## src/rtl/ppu_reg_snoop_pkg.sv

```systemverilog
// Shared constants, FSM state encoding and the display-state record for the PPU write snooper.
package snes_tst_pkg;

    localparam logic [7:0] ADDR_INIDISP   = 8'h00;
    localparam logic [7:0] ADDR_BGMODE    = 8'h05;
    localparam logic [7:0] ADDR_M7SEL     = 8'h1A;
    localparam logic [7:0] ADDR_SETINI    = 8'h33;
    localparam logic [3:0] BRIGHTNESS_RST = 4'hF;

    typedef enum logic [2:0] {
        WAIT_HIGH,
        IDLE,
        LOW_CNT,
        CAPTURED,
        COMMIT
    } snoop_state_e;

    typedef struct packed {
        logic       force_blank;
        logic [3:0] brightness;
        logic [2:0] bg_mode;
        logic [1:0] m7sel_hi;
        logic       pseudo_hires;
        logic       overscan;
        logic       interlace;
    } disp_t;

    localparam disp_t DISP_RST = '{
        force_blank:  1'b0,
        brightness:   BRIGHTNESS_RST,
        bg_mode:      3'd0,
        m7sel_hi:     2'd0,
        pseudo_hires: 1'b0,
        overscan:     1'b0,
        interlace:    1'b0
    };

    // Merge one B-bus write into a display record; unknown addresses leave it untouched.
    function automatic disp_t apply_write(disp_t cur, logic [7:0] addr, logic [7:0] data);
        disp_t nxt;
        nxt = cur;
        case (addr)
            ADDR_INIDISP: begin
                nxt.force_blank = data[7];
                nxt.brightness  = data[3:0];
            end
            ADDR_BGMODE:  nxt.bg_mode  = data[2:0];
            ADDR_M7SEL:   nxt.m7sel_hi = data[7:6];
            ADDR_SETINI: begin
                nxt.pseudo_hires = data[3];
                nxt.overscan     = data[2];
                nxt.interlace    = data[0];
            end
            default: nxt = cur;
        endcase
        return nxt;
    endfunction

endpackage

```

## src/rtl/ppu_reg_snoop_if.sv

```systemverilog
// PPU B-bus write-side signals as seen by a passive observer.
interface ppu_reg_snoop_if;
    logic       PAWR_i;
    logic [7:0] PADDRESS_i;
    logic [7:0] DATA_i;

    modport master (output PAWR_i, PADDRESS_i, DATA_i);
    modport slave  (input  PAWR_i, PADDRESS_i, DATA_i);
endinterface

```

## src/rtl/ppu_reg_snoop_sync.sv

```systemverilog
// Single-bit multi-flop synchroniser, clears to 0 on reset.
module sync_ff #(
    parameter int STAGES = 2
) (
    input  logic CLK_i,
    input  logic NRST_i,
    input  logic d_i,
    output logic q_o
);
    logic [STAGES-1:0] chain_q;

    always_ff @(posedge CLK_i or negedge NRST_i) begin
        if (!NRST_i) begin
            chain_q <= '0;
        end else begin
            chain_q[0] <= d_i;
            for (int i = 1; i < STAGES; i++) begin
                chain_q[i] <= chain_q[i-1];
            end
        end
    end

    assign q_o = chain_q[STAGES-1];
endmodule

```

## src/rtl/ppu_reg_snoop.sv

```systemverilog
// Passive PPU B-bus write snooper: filters PAWR strobes, decodes display registers and
// presents them (optionally deferred to the next HBLANK) to the scaler/OSD stage.
//
// state     | meaning
// WAIT_HIGH | after reset, ignore any strobe already in flight until PAWR is seen high
// IDLE      | waiting for PAWR to fall
// LOW_CNT   | counting PAWR-low clocks to reject glitches
// CAPTURED  | address/data latched, waiting for PAWR to rise
// COMMIT    | one-clock write commit (wr_pulse_o)
module ppu_reg_snoop
    import snes_tst_pkg::*;
#(
    parameter int SYNC_STAGES = 2,
    parameter int MIN_STROBE  = 2,
    parameter bit LINE_SYNC   = 1'b1
) (
    input  logic            CLK_i,
    input  logic            NRST_i,
    ppu_reg_snoop_if.slave  bbus_i,
    input  logic            HBLANK_i,
    input  logic            VBLANK_i,
    output logic [3:0]      brightness_o,
    output logic            force_blank_o,
    output logic [2:0]      bg_mode_o,
    output logic            mode7_over_o,
    output logic            pseudo_hires_o,
    output logic            overscan_o,
    output logic            interlace_o,
    output logic            field_o,
    output logic            wr_pulse_o,
    output logic [7:0]      wr_addr_o,
    output logic [7:0]      wr_data_o
);
    localparam int               CNT_W   = $clog2(MIN_STROBE) + 1;
    localparam logic [CNT_W-1:0] CNT_MAX = CNT_W'(MIN_STROBE);

    logic pawr_s, hblank_s, vblank_s;
    logic hblank_s_q, vblank_s_q;
    logic hb_rise, vb_rise;

    snoop_state_e     state_q, state_d;
    logic [CNT_W-1:0] cnt_q, cnt_d;
    logic [7:0]       lat_addr_q, lat_addr_d, lat_data_q, lat_data_d;
    logic [7:0]       wr_addr_q, wr_addr_d, wr_data_q, wr_data_d;
    logic             commit;
    disp_t            pend_q, pend_d, disp_q, disp_d;
    logic             mode7_q, mode7_d, field_q, field_d;

    sync_ff #(.STAGES(SYNC_STAGES)) u_sync_pawr (
        .CLK_i(CLK_i), .NRST_i(NRST_i), .d_i(bbus_i.PAWR_i), .q_o(pawr_s));
    sync_ff #(.STAGES(SYNC_STAGES)) u_sync_hblank (
        .CLK_i(CLK_i), .NRST_i(NRST_i), .d_i(HBLANK_i), .q_o(hblank_s));
    sync_ff #(.STAGES(SYNC_STAGES)) u_sync_vblank (
        .CLK_i(CLK_i), .NRST_i(NRST_i), .d_i(VBLANK_i), .q_o(vblank_s));

    assign hb_rise = hblank_s & ~hblank_s_q;
    assign vb_rise = vblank_s & ~vblank_s_q;

    always_comb begin
        state_d    = state_q;
        cnt_d      = cnt_q;
        lat_addr_d = lat_addr_q;
        lat_data_d = lat_data_q;
        commit     = 1'b0;
        case (state_q)
            WAIT_HIGH: if (pawr_s) state_d = IDLE;
            IDLE: begin
                if (!pawr_s) begin
                    state_d = LOW_CNT;
                    cnt_d   = CNT_W'(1);
                end
            end
            LOW_CNT: begin
                if (pawr_s) begin
                    state_d = IDLE;
                    cnt_d   = '0;
                end else begin
                    cnt_d = (cnt_q == CNT_MAX) ? cnt_q : cnt_q + CNT_W'(1);
                    if (cnt_d == CNT_MAX) begin
                        lat_addr_d = bbus_i.PADDRESS_i;
                        lat_data_d = bbus_i.DATA_i;
                        state_d    = CAPTURED;
                    end
                end
            end
            CAPTURED: begin
                if (pawr_s) begin
                    state_d = COMMIT;
                    commit  = 1'b1;
                end
            end
            COMMIT:  state_d = IDLE;
            default: state_d = WAIT_HIGH;
        endcase
    end

    // Commit lands on the edge into COMMIT so every output is valid while wr_pulse_o is high.
    always_comb begin
        wr_addr_d = commit ? lat_addr_q : wr_addr_q;
        wr_data_d = commit ? lat_data_q : wr_data_q;
        pend_d    = commit ? apply_write(pend_q, lat_addr_q, lat_data_q) : pend_q;
        if (LINE_SYNC) disp_d = hb_rise ? pend_d : disp_q;
        else           disp_d = pend_d;
        mode7_d = (disp_d.bg_mode == 3'd7) && (disp_d.m7sel_hi == 2'b10);
        if (!disp_d.interlace)               field_d = 1'b0;
        else if (vb_rise && disp_q.interlace) field_d = ~field_q;
        else                                 field_d = field_q;
    end

    always_ff @(posedge CLK_i or negedge NRST_i) begin
        if (!NRST_i) begin
            state_q    <= WAIT_HIGH;
            cnt_q      <= '0;
            lat_addr_q <= '0;
            lat_data_q <= '0;
            wr_addr_q  <= '0;
            wr_data_q  <= '0;
            pend_q     <= DISP_RST;
            disp_q     <= DISP_RST;
            mode7_q    <= 1'b0;
            field_q    <= 1'b0;
            hblank_s_q <= 1'b0;
            vblank_s_q <= 1'b0;
        end else begin
            state_q    <= state_d;
            cnt_q      <= cnt_d;
            lat_addr_q <= lat_addr_d;
            lat_data_q <= lat_data_d;
            wr_addr_q  <= wr_addr_d;
            wr_data_q  <= wr_data_d;
            pend_q     <= pend_d;
            disp_q     <= disp_d;
            mode7_q    <= mode7_d;
            field_q    <= field_d;
            hblank_s_q <= hblank_s;
            vblank_s_q <= vblank_s;
        end
    end

    assign brightness_o   = disp_q.brightness;
    assign force_blank_o  = disp_q.force_blank;
    assign bg_mode_o      = disp_q.bg_mode;
    assign mode7_over_o   = mode7_q;
    assign pseudo_hires_o = disp_q.pseudo_hires;
    assign overscan_o     = disp_q.overscan;
    assign interlace_o    = disp_q.interlace;
    assign field_o        = field_q;
    assign wr_pulse_o     = (state_q == COMMIT);
    assign wr_addr_o      = wr_addr_q;
    assign wr_data_o      = wr_data_q;
endmodule

```

## src/flat_wrapper.sv

```systemverilog
// flat-port wrapper written by rule: the top's interface ports become plain ports
module ppu_reg_snoop_flat import snes_tst_pkg::*;
#(
    parameter int SYNC_STAGES = 2,
    parameter int MIN_STROBE  = 2,
    parameter bit LINE_SYNC   = 1'b1
)
  (CLK_i, NRST_i, HBLANK_i, VBLANK_i, brightness_o, force_blank_o, bg_mode_o, mode7_over_o, pseudo_hires_o, overscan_o, interlace_o, field_o, wr_pulse_o, wr_addr_o, wr_data_o, bbus_i_PAWR_i, bbus_i_PADDRESS_i, bbus_i_DATA_i);
  ppu_reg_snoop_if bbus_i_i ();
  input  logic CLK_i;
  input  logic NRST_i;
  input  logic HBLANK_i;
  input  logic VBLANK_i;
  output logic [3:0] brightness_o;
  output logic force_blank_o;
  output logic [2:0] bg_mode_o;
  output logic mode7_over_o;
  output logic pseudo_hires_o;
  output logic overscan_o;
  output logic interlace_o;
  output logic field_o;
  output logic wr_pulse_o;
  output logic [7:0] wr_addr_o;
  output logic [7:0] wr_data_o;
  input wire logic [$bits(bbus_i_i.PAWR_i)-1:0] bbus_i_PAWR_i;
  input wire logic [$bits(bbus_i_i.PADDRESS_i)-1:0] bbus_i_PADDRESS_i;
  input wire logic [$bits(bbus_i_i.DATA_i)-1:0] bbus_i_DATA_i;
  assign bbus_i_i.PAWR_i = bbus_i_PAWR_i;
  assign bbus_i_i.PADDRESS_i = bbus_i_PADDRESS_i;
  assign bbus_i_i.DATA_i = bbus_i_DATA_i;
  ppu_reg_snoop #(.SYNC_STAGES(SYNC_STAGES), .MIN_STROBE(MIN_STROBE), .LINE_SYNC(LINE_SYNC)) u_core (.CLK_i(CLK_i), .NRST_i(NRST_i), .bbus_i(bbus_i_i), .HBLANK_i(HBLANK_i), .VBLANK_i(VBLANK_i), .brightness_o(brightness_o), .force_blank_o(force_blank_o), .bg_mode_o(bg_mode_o), .mode7_over_o(mode7_over_o), .pseudo_hires_o(pseudo_hires_o), .overscan_o(overscan_o), .interlace_o(interlace_o), .field_o(field_o), .wr_pulse_o(wr_pulse_o), .wr_addr_o(wr_addr_o), .wr_data_o(wr_data_o));
endmodule
```

## config.mk

```make
export PLATFORM = sky130hd
export DESIGN_NAME = ppu_reg_snoop_flat
export DESIGN_NICKNAME = d
export VERILOG_FILES = /design/src/rtl/ppu_reg_snoop_pkg.sv /design/src/rtl/ppu_reg_snoop_if.sv /design/src/rtl/ppu_reg_snoop_sync.sv /design/src/rtl/ppu_reg_snoop.sv /design/src/flat_wrapper.sv
export SDC_FILE = /design/constraint.sdc
export NUM_CORES = 1
export LEC_CHECK = 0
export CAP_MARGIN = 5
export CORE_MARGIN = 1
export CORE_UTILIZATION = 47
export CTS_CLUSTER_DIAMETER = 150
export DETAILED_ROUTE_END_ITERATION = 6
export HOLD_SLACK_MARGIN = 0.06
export PLACE_DENSITY = 0.81
export SYNTH_ARGS = -nofsm -noshare
export SYNTH_HDL_FRONTEND = slang
export SYNTH_HIERARCHICAL = 1
export SYNTH_SLANG_ARGS = --single-unit
export TNS_END_PERCENT = 1
```

## constraint.sdc

```tcl
create_clock -name CLK_i -period 1.85 [get_ports CLK_i]
set_clock_uncertainty 0.2 [all_clocks]
set_input_delay 0.2775 -clock CLK_i [delete_from_list [all_inputs] [get_ports CLK_i]]
set_output_delay 0.2775 -clock CLK_i [all_outputs]
set_load 0.005 [all_outputs]
```

==> Word-level counts from Yosys, hierarchy flattened <==
Cells that the tools add are included.
W data, S select, Z words.
{ "word_totals": {"out_inout_bits": 30, "reg_bits": 73} }
{ "op_classes": {"n_bitwise": 6, "addsub": 1, "n_reduce_logical": 8, "mux": 20, "eq_ne": 16} }
{ "op_table": {"columns": ["op", "count"], "rows": [
  ["$mux W3", 7],
  ["$pmux W3 S5", 1],
  ["$mux W13", 1],
  ["$eq A8 B3 Y1 const B", 1],
  ["$eq A8 B5 Y1 const B", 1],
  ["$eq A8 B6 Y1 const B", 1],
  ["$logic_not A8 Y1", 1],
  ["$mux W2", 4],
  ["$mux W8", 1],
  ["$ne A2 B2 Y1 const B", 4],
  ["$eq A2 B2 Y1 const B", 3],
  ["$eq A3 B2 Y1 const B", 2],
  ["$eq A3 B3 Y1 const B", 2],
  ["$mux W5", 1],
  ["$mux W1", 4],
  ["$not A1 Y1", 4],
  ["$pmux W2 S2", 1],
  ["$reduce_and A4 Y1", 1],
  ["$eq A3 B1 Y1 const B", 1],
  ["$logic_not A3 Y1", 1],
  ["$ne A3 B2 Y1 const B", 1],
  ["$reduce_and A3 Y1", 1],
  ["$add A2 B1 Y2 const B", 1],
  ["$and A1 B1 Y1", 2],
  ["other kinds (3)", 4]
]} }

==> Depth between registers and ports, before layout <==
{ "logic_depth": {"word_depth": 6, "depth_mapped": 7} }

==> Modules after synthesis <==
The synthesis kept the hierarchy.
{ "by_module_without_submodules": {"columns": ["mod", "instances", "area_per_inst_um2", "cells_per_inst"], "rows": [
  ["ppu_reg_snoop", 1, 2815.2, 237],
  ["sync_ff", 3, 50.0, 2]
]} }

==> Worst setup path after synthesis <==
Ideal clock, no wire load.
{ "synth_path": {"path_type": "reg2reg", "startpoint": "reg u_core.state_q[2]", "endpoint": "reg u_core/disp_q[3] (netlist name)", "arrival_time_ns": 1.679, "path_buffers": 0, "path_stages_with_launch": 6, "setup_slack_ns": -0.154, "setup_time_ns": 0.125, "cell_sequence": "dfrtp_1 -> nand4b_1 -> nor3_1 -> and4b_1 -> mux2_2 -> mux2_2"} }
{ "synth_lines": {"columns": ["element", "line", "rtl"], "rows": [
  ["from (decl)", "ppu_reg_snoop.sv:41", "snoop_state_e state_q, state_d;"],
  ["from (signal assigned)", "ppu_reg_snoop.sv:125", "state_q <= state_d;"],
  ["to (signal assigned)", "ppu_reg_snoop.sv:132", "disp_q <= disp_d;"],
  ["to (decl)", "ppu_reg_snoop.sv:46", "disp_t pend_q, pend_d, disp_q, disp_d;"]
]} }

==> results.json <==
{
  "status": "complete, but fails checks",
  "violations": "negative setup slack",
  "route.detailed.drc": 0,
  "cp_max_fo": 3,
  "first_pass_iters": 4,
  "place_ws_ns": -0.2350,
  "root_buffer": "clkbuf_8",
  "syn_inst": 243,
  "final_antenna_net_count": 0,
  "viasPerCell": 5.131,
  "clock.fmax_mhz": 475.0,
  "p_total_mw": 5.178,
  "cts_buffers": 9,
  "cp-start-kind": "register",
  "finalNetCount": 338,
  "clk_pin_slew_ns": 0.07,
  "routed_wl_mm": 6.058,
  "yosysSeqAreaShare_pct": 61.94,
  "insertion_delay_ns": 0.33,
  "async_reset_ff_share_pct": 100.0,
  "yosysWarnings": 6,
  "cap_viol_max_count": 0,
  "core_sq_um": 5991,
  "dr_total_vias": 2032,
  "multiInputGateArea_sq_um": 1074,
  "min_path_type": "primary input to async pin",
  "crit_required_ns": 1.86,
  "dpl_cell_area_sq_um": 3676,
  "r2r_setup_slack_ns": -0.26,
  "grt_pass1_wl_mm": 9.991,
  "finalCriticalPeriod_ns": 2.105,
  "portBuffers": 50,
  "synth-edff-count": 0,
  "crit_arrival_ns": 2.12,
  "cp-end-kind": "register",
  "postSynthNetCount": 265,
  "synth_area_per_cell_sq_um": 12.20,
  "cts_buffer_depth": 2,
  "cts_tree": "done",
  "grt_use_total_pct": 20.62,
  "synth_top_area_cell": "dfrtp_1",
  "path_cells": "nand4b_1 > nor3_2 > and4b_1 > mux2_2 > mux2_2",
  "nFillCells": 433,
  "crit_family": "simple AND/OR/NAND/NOR gates",
  "place.gp.congestion": 0.7884,
  "die_y_um": 81.43,
  "htree_levels": 3,
  "slew_headroom_pct": 79.12,
  "antenna_found_initial": 0,
  "top_level_ports": 51,
  "grt_start_max_net_pins": 48,
  "drv_slew": 0,
  "initialDrtViolationCount": 115,
  "initial_core_util_pct": 49.50,
  "drive_gt1_share_pct": 29.60,
  "cts_num_sinks": 73,
  "dieWidth_um": 81.43,
  "period_share_pct": 113.8,
  "grt_pass1_vias": 2087,
  "grt_overflow": 0,
  "critPathMaxStageDelay_ns": 0.37,
  "synthesis.area_sq_um": 2965,
  "yosysUniqueCellTypes": 40,
  "worst_pin_slew_ns": 0.3125,
  "wl_per_cell_um": 15.30,
  "ys_seq_elements": 73,
  "layout_setup_ws_ns": -0.2552,
  "rows": 28,
  "area_growth_syn_to_layout_pct": 33.63,
  "vdd_ir_drop_max_mv": 0.7931,
  "synth_top_area_share_pct": 54.85,
  "ys_top_cells_by_area": "dfrtp_1 55%, mux2_2 12%, nand2_1 7.7%",
  "hold_viol": 0,
  "ys.flop_type": "dfrtp_1",
  "path_common_cell": "mux2_2",
  "rsz0062_at_grt": "yes",
  "seq_area_sq_um": 1837,
  "dieArea_sq_um": 6631,
  "crit_type": "register to register",
  "powerDensity_nw_per_um2": 1307,
  "setup_viol": 15,
  "dp_hpwl_mm": 4.131,
  "leakagePower_nw": 1.918,
  "stdcell_area_sq_um": 3963,
  "slowest_stage": "dfrtp_1",
  "n_antenna_cell": 0,
  "critPathBufInv": 0
}
==> worst paths after layout <==
| path | startpoint | end | cells after the start |
|---|---|---|---|
| setup / recovery | u_core/state_q[2]$_DFFE_PN0P_ | u_core/disp_q[3]$_DFF_PN0_ | 5 |
| hold / removal | NRST_i | u_core/wr_data_o[6]$_DFFE_PN0N_ | 2 |
| setup reg to reg | u_core/state_q[2]$_DFFE_PN0P_ | u_core/disp_q[3]$_DFF_PN0_ | 5 |
| hold reg to reg | u_core/u_sync_vblank/chain_q[0]$_DFF_PN0_ | u_core/u_sync_vblank/chain_q[1]$_DFF_PN0_ | 0 |
| max in group asynchronous | NRST_i | u_core/brightness_o[3]$_DFFE_PN1N_ | 3 |
| min in group CLK_i | u_core/u_sync_vblank/chain_q[0]$_DFF_PN0_ | u_core/u_sync_vblank/chain_q[1]$_DFF_PN0_ | 0 |
==> cell usage in the layout (no fill, tap or decap), types with 2 or more instances in the layout <==
| cell type | n |
|---|---|
| nand3b_1 | 3 |
| buf_4 | 22 |
| inv_1 | 5 |
| nand3_1 | 4 |
| clkbuf_1 | 2 |
| o211ai_1 | 2 |
| buf_12 | 2 |
| dlygate4sd2_1 | 4 |
| nor2_1 | 5 |
| nor3_1 | 3 |
| dfrtp_1 | 65 |
| clkdlybuf4s50_1 | 44 |
| mux2_2 | 26 |
| or3_4 | 2 |
| dfstp_2 | 8 |
| a21oi_1 | 8 |
| o21ai_0 | 2 |
| buf_6 | 2 |
| nand2_1 | 60 |
| mux2_4 | 11 |
| clkbuf_8 | 12 |
==> logic make-up after synthesis <==
logic type | count (synthesis) | synth area share (%)
AOI/OAI and AO/OA | 19 | 4.178
buffers and inverters | 21 | 3.839
DFF | 73 | 61.94
and+or+nand+nor | 91 | 14.60
muxes | 38 | 15.02
adders and majority gates | 1 | 0.4219
==> synth_stat cells (all sizes together) (2+ instances only) <==
| master | instances |
|---|---|
| inv | 5 |
| nor3 | 5 |
| o21ai | 2 |
| dfstp | 8 |
| nand3 | 5 |
| o211ai | 2 |
| nand3b | 3 |
| or3 | 2 |
| buf | 11 |
| nand2 | 62 |
| dfrtp | 65 |
| nor2 | 5 |
| clkbuf | 4 |
| mux2 | 37 |
| a21oi | 8 |
==> stage by stage <==
step	setup TNS (ns)	hold WS, ns	util, %	cells
after floorplan	-1.333	-0.2181	-	243
after global placement	-1.962	-0.04846	61.36	378
after detailed placement	-2.522	-0.04229	61.36	378
after CTS	-1.790	0.1307	65.81	396
after global routing	-3.174	0.1574	66.14	396
final	-2.023	0.1387	66.14	396
==> state kept, by name (all words and copies together), names as in the netlist, 3 cells and up <==
register / cells
u_core/bg_mode_o: 3
u_core/brightness_o: 4
u_core/lat_addr_q: 8
u_core/lat_data_q: 8
u_core/pend_q: 13
u_core/state_q: 3
u_core/wr_addr_o: 8
u_core/wr_data_o: 8
==> layout make-up <==
type / count / area share, %
Clock buffer: 14 / 4.357
Multi-Input combinational cell: 149 / 27.09
Sequential cell: 73 / 46.35
Inverter: 6 / 0.5684
Tap cell: 75 / 2.368
Clock inverter: 2 / 0.8841
Timing Repair Buffer: 77 / 18.38
==> worst reg2reg max path: cells and delay by family, from the launching register on <==
family | cells | cell delay, ns
and+or+nand+nor | 3 | 0.79
DFF | 1 | 0.37
muxes | 2 | 0.63
==> power by group <==
part	leakage, nW	total, mW	switching (mW)	internal, mW
logic	0.909	1.57	0.666	0.905
registers	0.903	2.35	0.321	2.03
clock network	0.107	1.26	0.527	0.733
total	1.92	5.18	1.51	3.66
==> metal layers <==
metal	track usage (%)	part of all wire (%)	vias to the layer above
li1	-	-	964
met1	26.58	45	1012
met2	33.50	49	49
met3	5.556	4.0	7
met4	7.321	1.5	0
met5	0	0	-
==> what timing repair did <==
item | 4_1_cts | 5_1_grt
endpoints found under the setup margin | 22 | 22
hold endpoints to repair | 65 | 0
resized for setup | 16 | 6
hold buffers | 1 | 0
pin swaps | 8 | 2
setup buffers | 1 | 0
(Power assumes the default switching activity.)
